[src/rtl/ldo_pkg.sv]
// Shared types and constants for the round-robin arbiter and its leading-one finder.
package ldo_pkg;

  localparam int NREQ  = 32;
  localparam int IDX_W = 5;
  localparam int POS_W = 6;

  // Leading-zero count reported for an all-zero vector.
  localparam logic [POS_W-1:0] CLZ_ZERO = 6'd32;

  typedef enum logic {
    ST_IDLE = 1'b0,
    ST_BUSY = 1'b1
  } state_t;

  function automatic logic [NREQ-1:0] idx_to_onehot(input logic [IDX_W-1:0] idx);
    return NREQ'(1) << idx;
  endfunction

endpackage

[src/rtl/ldo_find.sv]
// 32-bit leading-one finder: reports the leading-zero count, or 32 for a zero input.
module ldo_find
  import ldo_pkg::*;
(
  input  logic [NREQ-1:0]  vec,
  output logic [POS_W-1:0] pos_out
);

  // NOTE: the default assignment before the loop keeps this purely combinational;
  // without it any path that skips an assignment would infer a latch.
  always_comb begin
    pos_out = CLZ_ZERO;
    // Scanning upward lets the highest set bit make the final assignment.
    for (int i = 0; i < NREQ; i++) begin
      if (vec[i]) pos_out = POS_W'(NREQ - 1 - i);
    end
  end

endmodule

[src/rtl/ldo_rr_arbiter.sv]
// 32-requester round-robin / fixed-priority arbiter with hold timeout and registered
// one-hot grant. Winner is the highest-index requester of the masked (or full) vector.
module ldo_rr_arbiter
  import ldo_pkg::*;
#(
  parameter bit RR_EN    = 1'b1,
  parameter int MAX_HOLD = 16,
  parameter int CNT_W    = 8
) (
  input  logic              clk,
  input  logic              rst_n,
  input  logic [NREQ-1:0]   req,
  input  logic              rel,
  output logic              gnt_valid,
  output logic [IDX_W-1:0]  gnt_id,
  output logic [NREQ-1:0]   gnt_vec,
  output logic              expire
);

  localparam logic [CNT_W-1:0] HOLD_LAST = CNT_W'(MAX_HOLD - 1);

  state_t           state;
  logic [NREQ-1:0]  mask;
  logic [CNT_W-1:0] hold_cnt;

  logic [NREQ-1:0]  masked_req;
  logic [POS_W-1:0] pos_masked;
  logic [POS_W-1:0] pos_full;
  logic             masked_any;
  logic             req_any;
  logic [IDX_W-1:0] winner;
  logic             abandon;
  logic             timeout;

  assign masked_req = req & mask;

  ldo_find u_find_masked (
    .vec     (masked_req),
    .pos_out (pos_masked)
  );

  ldo_find u_find_full (
    .vec     (req),
    .pos_out (pos_full)
  );

  assign masked_any = (pos_masked != CLZ_ZERO);
  assign req_any    = (pos_full != CLZ_ZERO);

  // An empty masked vector (including mask=0 after granting index 0) falls back to
  // plain priority over the full request vector.
  assign winner = masked_any ? (IDX_W'(NREQ - 1) - pos_masked[IDX_W-1:0])
                             : (IDX_W'(NREQ - 1) - pos_full[IDX_W-1:0]);

  assign abandon = ~req[gnt_id];
  assign timeout = (MAX_HOLD != 0) && (hold_cnt == HOLD_LAST);

  // NOTE: every register here is updated with non-blocking assignments so that all
  // reads in this block see the pre-edge values, matching the flops that get built.
  always_ff @(posedge clk) begin
    if (!rst_n) begin
      state     <= ST_IDLE;
      gnt_valid <= 1'b0;
      gnt_id    <= '0;
      gnt_vec   <= '0;
      expire    <= 1'b0;
      hold_cnt  <= '0;
      mask      <= '1;
    end else begin
      expire <= 1'b0;
      case (state)
        ST_IDLE: begin
          if (req_any) begin
            state     <= ST_BUSY;
            gnt_valid <= 1'b1;
            gnt_id    <= winner;
            gnt_vec   <= idx_to_onehot(winner);
            hold_cnt  <= '0;
            if (RR_EN) mask <= idx_to_onehot(winner) - NREQ'(1);
          end
        end

        ST_BUSY: begin
          if (rel || abandon || timeout) begin
            state     <= ST_IDLE;
            gnt_valid <= 1'b0;
            gnt_id    <= '0;
            gnt_vec   <= '0;
            // Release and abandon take precedence: only a pure timeout is flagged.
            expire    <= timeout && !rel && !abandon;
          end else if (hold_cnt != '1) begin
            hold_cnt <= hold_cnt + 1'b1;
          end
        end

        default: begin
          state <= ST_IDLE;
        end
      endcase
    end
  end

endmodule

[config.mk]
export PLATFORM = sky130hd
export DESIGN_NAME = ldo_rr_arbiter
export DESIGN_NICKNAME = d
export VERILOG_FILES = /design/src/rtl/ldo_pkg.sv /design/src/rtl/ldo_find.sv /design/src/rtl/ldo_rr_arbiter.sv
export SDC_FILE = /design/constraint.sdc
export NUM_CORES = 1
export LEC_CHECK = 0
export ABC_AREA = 0
export BUFFER_PORTS_ARGS = -buffer_cell sky130_fd_sc_hd__buf_2
export CORE_UTILIZATION = 40
export CTS_CLUSTER_SIZE = 8
export DETAILED_ROUTE_END_ITERATION = 7
export GPL_ROUTABILITY_DRIVEN = 0
export PLACE_DENSITY = 0.6
export SLEW_MARGIN = 20
export SYNTH_ARGS = -nofsm -noshare
export SYNTH_HDL_FRONTEND = slang
export SYNTH_SLANG_ARGS = --single-unit
[constraint.sdc]
create_clock -name clk -period 5.4 [get_ports clk]
set_clock_uncertainty 0.05 [all_clocks]
set_input_delay 0 -clock clk [delete_from_list [all_inputs] [get_ports clk]]
set_output_delay 0 -clock clk [all_outputs]
set_load 0.05 [all_outputs]
=== Yosys cells after proc, flatten, opt, wreduce, memory -nomap -nowiden ===
Cells that the tools add are included.

* Add/sub/neg operators: 4
* Muxes and demuxes: 83
* Equal/unequal tests: 8
* Shift-type cells: 1
* Bitwise logic cells: 3
* Reductions and logical operators: 9
* Magnitude comparators: 1

{| class="wikitable"
|+ Operators with widths
! cell !! number
|-
| 6-bit 2-to-1 mux || 64
|-
| 32-bit 2-to-1 mux || 2
|-
| 32-bit case mux with 2 select lines || 1
|-
| 32-bit bitwise AND || 1
|-
| 1-bit by 5-bit << shifter with 32-bit output, first input constant || 1
|-
| 32-bit by 1-bit subtractor with 32-bit output, second input constant || 1
|-
| 8-bit 2-to-1 mux || 3
|-
| 8-bit case mux with 2 select lines || 1
|-
| 5-bit 2-to-1 mux || 3
|-
| 6-bit != test, second input constant || 2
|-
| 5-bit case mux with 2 select lines || 1
|-
| 5-bit subtractor, first input constant || 2
|-
| 8-bit by 1-bit adder with 8-bit output, second input constant || 1
|-
| 8-bit by 4-bit equality test with 1-bit output, second input constant || 1
|-
| 8-bit != test, second input constant || 1
|-
| 5-bit by 6-bit < comparator with 1-bit output, second input constant || 1
|-
| 3-bit AND reduction || 2
|-
| 1-bit binary-select mux with 5-bit select || 1
|-
| 1-bit 2-to-1 mux || 5
|-
| 2-bit by 1-bit != test with 1-bit output, second input constant || 2
|-
| 2-bit != test, second input constant || 2
|-
| 1-bit case mux with 2 select lines || 2
|-
| 2-bit AND reduction || 2
|-
| 1-bit logical AND || 2
|-
| other kinds (3) || 5
|}

* Input bits: 35
* Register bits after elaboration: 80
* Output and inout port bits: 39

=== Depth between registers and ports, before layout ===
Gate-level depths: netlist of the first run.

* Depth after elaboration: 38
* Mapped depth: 16
* Mapped depth without buffers: 13

=== Hierarchy ===
Synthesis of the first run repeated with hierarchy kept, for this count alone.

* Cells, all modules: 606
* Area total of the unflattened synthesis: 4,917.2 sq um

{| class="wikitable"
|+ By module, submodules not included
! module !! instances !! sequential area each (sq um) !! area an instance (sq um) !! cells each
|-
| ldo_rr_arbiter || 1 || 1,601.5 || 4,181.5 || 476
|-
| ldo_find || 2 || 0.0 || 367.9 || 65
|}

=== Worst setup path before layout of the first run ===
No wires, ideal clock.

* Path kind: register to register
* Start point: register mask[0]
* End point: register mask[28]
* Buffers on the path: 2
* Period minus slack after synthesis: 3.308 ns
* Path slack: 2.092 ns
* Required time: 5.292 ns
* Stages on the path, launching flop included: 16
* Arrival time: 3.200 ns
* Library setup time: 0.058 ns
* Path through: dfxtp_1 -> a22oi_1 -> nand4_1 -> or3_1 -> nor2_1 -> a31o_2 -> buf_2 -> nand2_1 -> or3_1 -> ha_1 -> clkbuf_1 -> inv_1 -> nand2_1 -> o32a_1 -> o221ai_1 -> o21a_1

* Longest elaborated chain between the ends: 37
* Elaborated cells on any way between the ends: 38
* Those cells by class: add/sub (2); eq/ne (1); shift (1); mux (33); bitwise (1)

{| class="wikitable"
|+ RTL lines
! element !! RTL line !! source
|-
| start, declared || ldo_rr_arbiter.sv:23 || <nowiki>logic [NREQ-1:0] mask;</nowiki>
|-
| start signal, assigned || ldo_rr_arbiter.sv:79 || <nowiki>if (RR_EN) mask <= idx_to_onehot(winner) - NREQ'(1);</nowiki>
|-
| 32-bit bitwise AND * || ldo_rr_arbiter.sv:35 || <nowiki>assign masked_req = req & mask;</nowiki>
|-
| 6-bit 2-to-1 mux * (32 in a row) || ldo_find.sv:15 || <nowiki>if (vec[i]) pos_out = POS_W'(NREQ - 1 - i);</nowiki>
|-
| 5-bit subtractor / 6-bit != test (equally long branches) || ldo_rr_arbiter.sv:52, ldo_rr_arbiter.sv:47 ||
|-
| 5-bit 2-to-1 mux * || ldo_rr_arbiter.sv:52 || <nowiki>assign winner = masked_any ? (IDX_W'(NREQ - 1) - pos_masked[IDX_W-1:0])</nowiki>
|-
| 1-bit by 5-bit << shifter with 32-bit output * || ldo_pkg.sv:17 || <nowiki>return NREQ'(1) << idx;</nowiki>
|-
| 32-bit by 1-bit subtractor with 32-bit output * || ldo_rr_arbiter.sv:79 ||
|}

Mark *: on every way between the ends. The rest lies on a longest branch, timed or not.
A chain may end at the register's enable or synchronous reset.

=== Worst setup path in the final report of the first run ===
* Start point: register mask[4]
* End point: register mask[28]

* Longest elaborated chain between the ends: 33
* Elaborated cells on any way between the ends: 34
* Those cells by class: add/sub (2); eq/ne (1); shift (1); mux (29); bitwise (1)

{| class="wikitable"
|+ RTL lines
! element !! RTL line
|-
| 32-bit bitwise AND * || ldo_rr_arbiter.sv:35
|-
| 6-bit 2-to-1 mux * (28 in a row) || ldo_find.sv:15
|-
| 5-bit subtractor / 6-bit != test (equally long branches) || ldo_rr_arbiter.sv:52, ldo_rr_arbiter.sv:47
|-
| 5-bit 2-to-1 mux * || ldo_rr_arbiter.sv:52
|-
| 1-bit by 5-bit << shifter with 32-bit output * || ldo_pkg.sv:17
|-
| 32-bit by 1-bit subtractor with 32-bit output * || ldo_rr_arbiter.sv:79
|}

Marked as above.

==> impl_metrics.json, run 1 <==
{
  "ant_nets": 0,
  "fin_crit_ps": 4290,
  "cts_resized": 0,
  "vias": 4738,
  "track_usage": 0.254,
  "first_global_vias": 4387,
  "synth_largest_area_cell": "dfxtp_1",
  "worst-setup-path-type": "reg -> reg",
  "clock.fmax_mhz": 233,
  "synth_area_leaders": "dfxtp_1 35%, nand2_1 8.3%, mux4_2 4.9%",
  "num-fill-cells": 1129,
  "dp_hpwl_mm": 10.7,
  "setup_ws_ps": 1110,
  "drt_iter0_drc": 504,
  "path_max_fanout": 17,
  "core_um2": 11000,
  "ys_types": 64,
  "dieArea_um2": 11800,
  "netlist.area_leader.share": 0.352,
  "synthesis.nets": 609,
  "clk_pin_slew_ps": 60,
  "start_kind": "flop",
  "finish.net_count": 666,
  "die_w_um": 109,
  "ys_dominant_reg_cell": "dfxtp_1",
  "rrSetupSlack_ps": 1110,
  "synthArstFlopShare": 0,
  "critPathCaptureType": "flop",
  "synthCells": 572,
  "netlist_area_um2": 4550,
  "htree_levels": 3,
  "initial_core_util": 0.414,
  "p_per_area_nw_per_um2": 298,
  "crit_path_top_delay_cell": "o21ai_1",
  "r2r-start": "mask[4]",
  "yosysSeqAreaShare": 0.352,
  "min_period_over_period": 0.794,
  "drc": 0,
  "crit_end": "mask[28]",
  "utilization": 0.481,
  "synth.avg_cell_area_um2": 7.96,
  "leakage_nw": 2.04,
  "synth_compound_area_frac": 0.270,
  "synth-simple-area-share": 0.272,
  "firstDrtPassIters": 5,
  "cts_tree": "built",
  "grt_pass1_wl_mm": 22.6,
  "synth_seq_cells": 80,
  "crit_required_ps": 5630,
  "fin_tns_setup_ps": 0,
  "antenna_found_initial": 0,
  "hold_viol_final": 0,
  "postLayoutCellArea_um2": 5280,
  "root_buffer": "clkbuf_16",
  "setup_viol": 0,
  "synthMuxAreaShare": 0.0517,
  "post_cts_buffers": 0,
  "worstMarginPinSlew_ps": 991,
  "hp-class": "in -> reg",
  "drv_cap": 0,
  "r2r-end": "mask[28]",
  "clockBufferDepth": 2,
  "slowest_delay_ps": 570,
  "io_buffers": 73,
  "synth_top_family_by_area": "simple AND/OR/NAND/NOR gates",
  "ir_drop_v": 0.000219,
  "rows": 38,
  "cp_cell_sequence": "a22oi_1 -> nand4_1 -> or3_1 -> nand4b_1 -> o21ai_1 -> nand2_1 -> or3_1 -> ha_1 -> inv_1 -> nand2_1 -> o32a_1 -> o221ai_1 -> o21a_1",
  "synth_fa_ha_area_frac": 0.00550,
  "area_growth_pct": 16.0,
  "slew_headroom": 0.335,
  "reg2reg_depth": 13,
  "worst_ep_arrival_time_ps": 4520,
  "clock_insertion_delay_worst_skew_ps": 340,
  "clock_sinks": 80,
  "wl_per_cell_um": 18.7,
  "routed_wirelength_mm": 14.5,
  "gr-total-overflow": 0,
  "drive_gt1_frac": 0.177,
  "cp-startpoint": "mask[4]",
  "grt_max_degree": 47,
  "dpl-instance-area_um2": 4970,
  "cts_made_buffers": 9,
  "synth_warnings": 0,
  "dpl_worst_slack_ps": 1220,
  "vias_per_cell": 6.12,
  "finalMaxSlewViolations": 0,
  "synth-edff-count": 0,
  "num_antenna_cells": 0,
  "status": "complete, no violations",
  "fp.dieH_um": 109,
  "rsz0062_at_grt": "false",
  "num_io_pins": 74,
  "synth-xor-area-share": 0.00962
}
==> sequential cells by signal, summed over array words and instances, names as in the netlist <==
register	flops
gnt_vec	32
mask	32
gnt_valid	1
gnt_id	5
expire	1
hold_cnt	8
state	1
==> metrics by stage <==
| stage | std cells | hold WS, ps | power [mW] |
|---|---|---|---|
| 6_report | 774 | 126 | 1.57 |
| 3_3_place_gp | 757 | 144 | 0.975 |
| 5_1_grt | 774 | 172 | 1.64 |
| 2_1_floorplan | 572 | 27.7 | 0.874 |
| 3_5_place_dp | 757 | 149 | 0.978 |
| 4_1_cts | 774 | 129 | 1.59 |
==> layout make-up <==
type	count	area (µm²)	area share
inverter	5	18.8	0.00355
clock inverter	3	40.0	0.00758
clock buffer	13	260	0.0493
tap	140	175	0.0332
sequential	80	1600	0.303
timing repair buffer	79	413	0.0782
multi-input combinational	454	2770	0.525
==> kinds of logic after synthesis <==
family / count (synthesis)
multiplexers: 11
flip-flops: 80
AO/OA/AOI/OAI: 179
XOR/XNOR: 5
AND/OR/NAND/NOR: 257
buffers and inverters: 38
adder cells (fa/ha/maj): 2
==> report_power, final <==
part | leakage [nW] | internal (mW) | switching, mW
Sequential | 0.651 | 0.614 | 0.0321
Combinational | 1.24 | 0.107 | 0.215
Clock | 0.150 | 0.382 | 0.225
Total | 2.04 | 1.10 | 0.472
==> layout by cell type, fill, tap and decap left out, types with 14 or more instances in the layout <==
master   synthesis  layout
a21oi_1         28      28
nand3_1         15      15
buf_2           13      73
a22oi_1         18      18
nor2_1          41      41
nand2_1        101     101
o21ai_1         20      20
dfxtp_1         80      80
nand4_1         14      14
o21ai_0         26      26
and2_1          22      22
==> how the worst min path moves through the flow <==
stage / start / end / slack, ps / cells past startpoint
floorplan: rel / expire / 30 / 1
global placement: rel / expire / 140 / 2
detailed placement: rel / expire / 150 / 2
CTS: rst_n / mask[31] / 130 / 2
global route: rst_n / mask[31] / 170 / 2
finish: rst_n / mask[31] / 130 / 2
==> what timing repair did <==
| action | 4_1_cts | 5_1_grt |
|---|---|---|
| endpoints found under the hold margin | 1 | 0 |
| setup endpoints to repair | 0 | 0 |
| hold buffers | 1 | 0 |
==> metal layers <==
metal,wire length [µm],track usage
met5,0,0
met4,387,0.125
met3,983,0.0317
met2,6510,0.404
met1,6570,0.339
==> cell usage after synthesis, drive strengths merged, types with 9 or more instances <==
library cell,n
clkbuf,15
mux4,10
nand2,102
nor2b,9
nor4,9
and2,22
o211ai,12
dfxtp,80
nand3,15
a21oi,28
o21ai,46
a22oi,19
buf,18
nor2,42
nand4,14
==> worst max-delay path, delay by kind of cell, from the launching register on <==
kind,cells,cell delay (ps)
AOI/OAI and AO/OA,5,1500
DFF,1,340
and+or+nand+nor,6,1700
buffers and inverters,1,260
adders and majority gates,1,390
Power figures use the tool's default switching activity.
==> run 2, diff against run 1 <==
==> constraint.sdc (replaced) <==
create_clock -name clk -period 4.1 [get_ports clk]
set_clock_uncertainty 0.05 [all_clocks]
set_input_delay 0 -clock clk [delete_from_list [all_inputs] [get_ports clk]]
set_output_delay 0 -clock clk [all_outputs]
set_load 0.05 [all_outputs]
==> impl_metrics.json, run 2 (synthesized netlist as in run 1, its figures left out) <==
{
  "multi_input_area_um2": 2770,
  "num_antenna_cells": 0,
  "drive_gt1_frac": 0.179,
  "start_kind": "flop",
  "fp.dieH_um": 109,
  "finish.net_count": 669,
  "final_common_cell": "nand2_1",
  "drv_cap": 0,
  "crit_path_top_delay_cell": "or4_1",
  "leakage_nw": 2.06,
  "utilization": 0.484,
  "clk_pin_slew_ps": 60,
  "grt_pass1_wl_mm": 23.6,
  "dieArea_um2": 11800,
  "die_w_um": 109,
  "area_growth_pct": 16.9,
  "gr-total-overflow": 0,
  "dp_hpwl_mm": 11.0,
  "routed.top_layer": "met4",
  "fin_tns_setup_ps": 0,
  "cts_made_buffers": 9,
  "wl_per_cell_um": 19.4,
  "min_period_over_period": 0.887,
  "root_buffer": "clkbuf_16",
  "drc": 0,
  "path_max_fanout": 16,
  "wl_met3_mm": 1.34,
  "core_um2": 11000,
  "track_usage": 0.266,
  "seqCellArea_um2": 1600,
  "antenna_found_initial": 0,
  "layout_common_cells": "101 x nand2_1, 80 x dfxtp_1, 73 x buf_2, 41 x nor2_1, 28 x a21oi_1",
  "post_cts_buffers": 0,
  "worstMarginPinSlew_ps": 1100,
  "finalMaxSlewViolations": 0,
  "grt_max_degree": 47,
  "htree_levels": 3,
  "worst-setup-path-type": "reg -> reg",
  "clock_sinks": 80,
  "crit_required_ps": 4310,
  "io_buffers": 73,
  "num_io_pins": 74,
  "first_global_vias": 4524,
  "power.total_mw": 2.13,
  "initial_core_util": 0.414,
  "clock_insertion_delay_worst_skew_ps": 340,
  "top_regs": "gnt_vec x32, mask x32, hold_cnt x8",
  "vias_per_cell": 6.28,
  "routed_wirelength_mm": 15.1,
  "rows": 38,
  "clock.fmax_mhz": 275,
  "ir_drop_v": 0.000237,
  "hold_viol_final": 0,
  "wl_met1_mm": 6.52,
  "hp-class": "in -> reg",
  "firstDrtPassIters": 5,
  "cp_cell_sequence": "a22oi_1 -> nand4_1 -> or2_1 -> nor2_1 -> a31o_2 -> nand2_1 -> or3_1 -> ha_1 -> buf_4 -> or4_1 -> a31oi_1",
  "status": "complete, no violations",
  "setup_viol": 0,
  "ant_nets": 0,
  "clockBufferDepth": 2,
  "num-fill-cells": 1077,
  "critPathCaptureType": "flop",
  "slew_headroom": 0.265,
  "fin_crit_ps": 3630,
  "p_per_area_nw_per_um2": 401,
  "worst_ep_arrival_time_ps": 3840,
  "cts_tree": "built",
  "rsz0062_at_grt": "false",
  "vias": 4882,
  "drt_iter0_drc": 561,
  "slowest_delay_ps": 540,
  "met2_length_mm": 6.72
}
-- run 2: cell types whose count changed in the layout (fill, tap and decap cells not counted), sizes merged --
cell	previous run	this run
buf	78	81
bufinv	1	2
clkinv	2	1
-- run 2: cell type report --
type,instances,area share
tap,140,0.0329
clock inverter,3,0.0122
sequential,80,0.301
timing repair buffer,82,0.0819
inverter,5,0.00353
clock buffer,13,0.0471
multi-input combinational,454,0.521
-- run 2: power by group --
group	switching, mW	internal, mW	total [mW]
Clock	0.299	0.549	0.848
Sequential	0.0433	0.808	0.852
Combinational	0.289	0.142	0.432
-- run 2: per-stage QoR --
step	hold slack [ps]	area (µm²)	cells	worst slack (ps)
finish	133	5320	777	465
global route	166	5320	777	123
CTS	113	5320	777	518
detailed placement	155	4990	760	544
global placement	149	4990	760	649
floorplan	27.7	4550	572	792
-- run 2: what timing repair did --
item	CTS	global route
gates resized for setup	0	0
hold buffers	1	0
hold endpoints to repair	2	0
-- run 2: critical path, delay by kind of cell, from the launching register on --
kind | cells | cell delay, ps
AOI/OAI and AO/OA | 3 | 900
adders and majority gates | 1 | 220
buffers and inverters | 1 | 200
DFF | 1 | 320
and+or+nand+nor | 6 | 1850
-- run 2: path summary, 6_finish.rpt --
path                                 start    endpoint  slack, ps  cells past startpoint
worst max register to register    mask[20]    mask[10]        470                     11
worst min-delay path                 rst_n    mask[31]        130                      2
worst min register to register  gnt_vec[9]  gnt_vec[9]        400                      2
worst max-delay path              mask[20]    mask[10]        470                     11
-- run 2: metal layers --
metal,GRT usage,vias to the layer above
li1,-,2252
met1,0.349,2309
met2,0.425,280
met3,0.0472,41
met4,0.120,0
met5,0,-
==> run 3, diff against run 2 <==
--- a/config.mk
+++ b/config.mk
@@ -7,11 +7,13 @@
 export LEC_CHECK = 0
 export ABC_AREA = 0
 export BUFFER_PORTS_ARGS = -buffer_cell sky130_fd_sc_hd__buf_2
+export CORE_ASPECT_RATIO = 2
 export CORE_UTILIZATION = 40
 export CTS_CLUSTER_SIZE = 8
 export DETAILED_ROUTE_END_ITERATION = 7
 export GPL_ROUTABILITY_DRIVEN = 0
 export PLACE_DENSITY = 0.6
+export RECOVER_POWER = 50
 export SLEW_MARGIN = 20
 export SYNTH_ARGS = -nofsm -noshare
 export SYNTH_HDL_FRONTEND = slang
==> impl_metrics.json, run 3 (synthesized netlist as in run 1, its figures left out) <==
{
  "rows": 54,
  "ant_nets": 0,
  "reg2reg_depth": 13,
  "num_antenna_cells": 0,
  "top_regs": "gnt_vec x32, mask x32, hold_cnt x8",
  "cts_tree": "built",
  "root_buffer": "clkbuf_16",
  "dpl-instance-area_um2": 5010,
  "final_common_cell": "nand2_1",
  "r2r-start": "mask[0]",
  "ir_drop_v": 0.000346,
  "clk_pin_slew_ps": 60,
  "path_max_fanout": 16,
  "gr-total-overflow": 0,
  "fin_crit_ps": 3600,
  "fp.dieH_um": 153,
  "worst-setup-path-type": "reg -> reg",
  "htree_levels": 3,
  "leakage_nw": 1.88,
  "critPathCaptureType": "flop",
  "cts_resized": 0,
  "dp_hpwl_mm": 12.5,
  "wl_per_cell_um": 21.1,
  "whs_ps": 133,
  "vias_per_cell": 6.14,
  "layout_common_cells": "101 x nand2_1, 80 x dfxtp_1, 45 x clkbuf_1, 42 x nor2_1, 34 x buf_2",
  "post_cts_buffers": 0,
  "drive_gt1_frac": 0.114,
  "core_um2": 11000,
  "vias": 4789,
  "io_buffers": 73,
  "dieArea_um2": 11800,
  "setup_viol": 0,
  "first_global_vias": 4861,
  "stdcell_count": 780,
  "grt_max_degree": 47,
  "rsz0062_at_grt": "false",
  "postLayoutCellArea_um2": 5250,
  "postCtsHoldBufs": 1,
  "drt_iter0_drc": 383,
  "holdPathStages": 2,
  "start_kind": "flop",
  "clock_sinks": 80,
  "antenna_found_initial": 0,
  "die_w_um": 77.4,
  "num_io_pins": 74,
  "num-fill-cells": 1121,
  "drc": 0,
  "firstDrtPassIters": 5,
  "worstMarginPinSlew_ps": 768,
  "grt_pass1_wl_mm": 25.9,
  "clock.fmax_mhz": 278,
  "initial_core_util": 0.413,
  "clockBufferDepth": 2,
  "finish.net_count": 672,
  "area_growth_pct": 15.3,
  "status": "complete, no violations",
  "utilization": 0.476,
  "hold_viol_final": 0,
  "p_per_area_nw_per_um2": 397,
  "worst_ep_arrival_time_ps": 3830,
  "slew_headroom": 0.488,
  "crit_required_ps": 4330,
  "clock_insertion_delay_worst_skew_ps": 330,
  "hold_end": "mask[31]",
  "min_period_over_period": 0.879,
  "min_from": "rst_n",
  "finalMaxSlewViolations": 0,
  "fin_tns_setup_ps": 0,
  "drv_cap": 0,
  "routed_wirelength_mm": 16.5,
  "cts_made_buffers": 9,
  "r2r-end": "mask[22]",
  "track_usage": 0.288,
  "rrSetupSlack_ps": 500,
  "dpl.cell_count": 763,
  "hp-class": "in -> reg"
}
==> run 3: cell count changes in the layout (fill, tap and decap cells not counted), sizes merged <==
cell,change
clkinvlp,+2
buf,-39
bufinv,-1
inv,+1
clkbuf,+41
clkinv,-1
==> run 3: final cells by class <==
cell class / instances / area, µm² / share of cell area
multi-input combinational: 454 / 2760 / 0.527
sequential: 80 / 1600 / 0.305
timing repair buffer: 85 / 398 / 0.0758
clock buffer: 12 / 236 / 0.0451
tap: 140 / 175 / 0.0334
clock inverter: 4 / 53.8 / 0.0103
inverter: 5 / 18.8 / 0.00358
==> run 3: through the flow <==
step	worst slack (ps)	total power [mW]
floorplan	792	1.15
global placement	641	1.30
detailed placement	592	1.31
CTS	554	2.10
global route	214	2.17
finish	498	2.09
==> run 3: how the worst max path moves through the flow <==
stage / start / endpoint / cells after the start
CTS: mask[20] / mask[28] / 13
global route: mask[20] / mask[28] / 13
global placement: req[0] / mask[28] / 14
detailed placement: mask[20] / mask[28] / 13
floorplan: mask[0] / mask[28] / 15
finish: mask[0] / mask[22] / 13
==> run 3: metal layers <==
metal  track usage  wire, µm  vias to the layer above  share of wire
li1              -         -                     2257              -
met1         0.286      5620                     2233           0.34
met2         0.518      8790                      230           0.53
met3        0.0525       930                       69          0.056
met4         0.216      1140                        0          0.069
met5             0         0                        -              0
==> run 3: where the power goes <==
group / internal (mW) / total (mW) / switching (mW)
sequential: 0.808 / 0.854 / 0.0458
clock: 0.475 / 0.792 / 0.318
combinational: 0.142 / 0.439 / 0.297
==> run 3: worst max-delay path, stage by stage (launching register included) <==
cell	delay (ps)
dfxtp_1	320
a22oi_1	290
nand4_1	220
or3_1	410
o21ai_0	180
clkbuf_1	530
nor2b_1	130
and2_1	230
nand2_1	100
ha_1	170
buf_4	220
nand2_1	160
o221ai_1	350
o21a_1	170
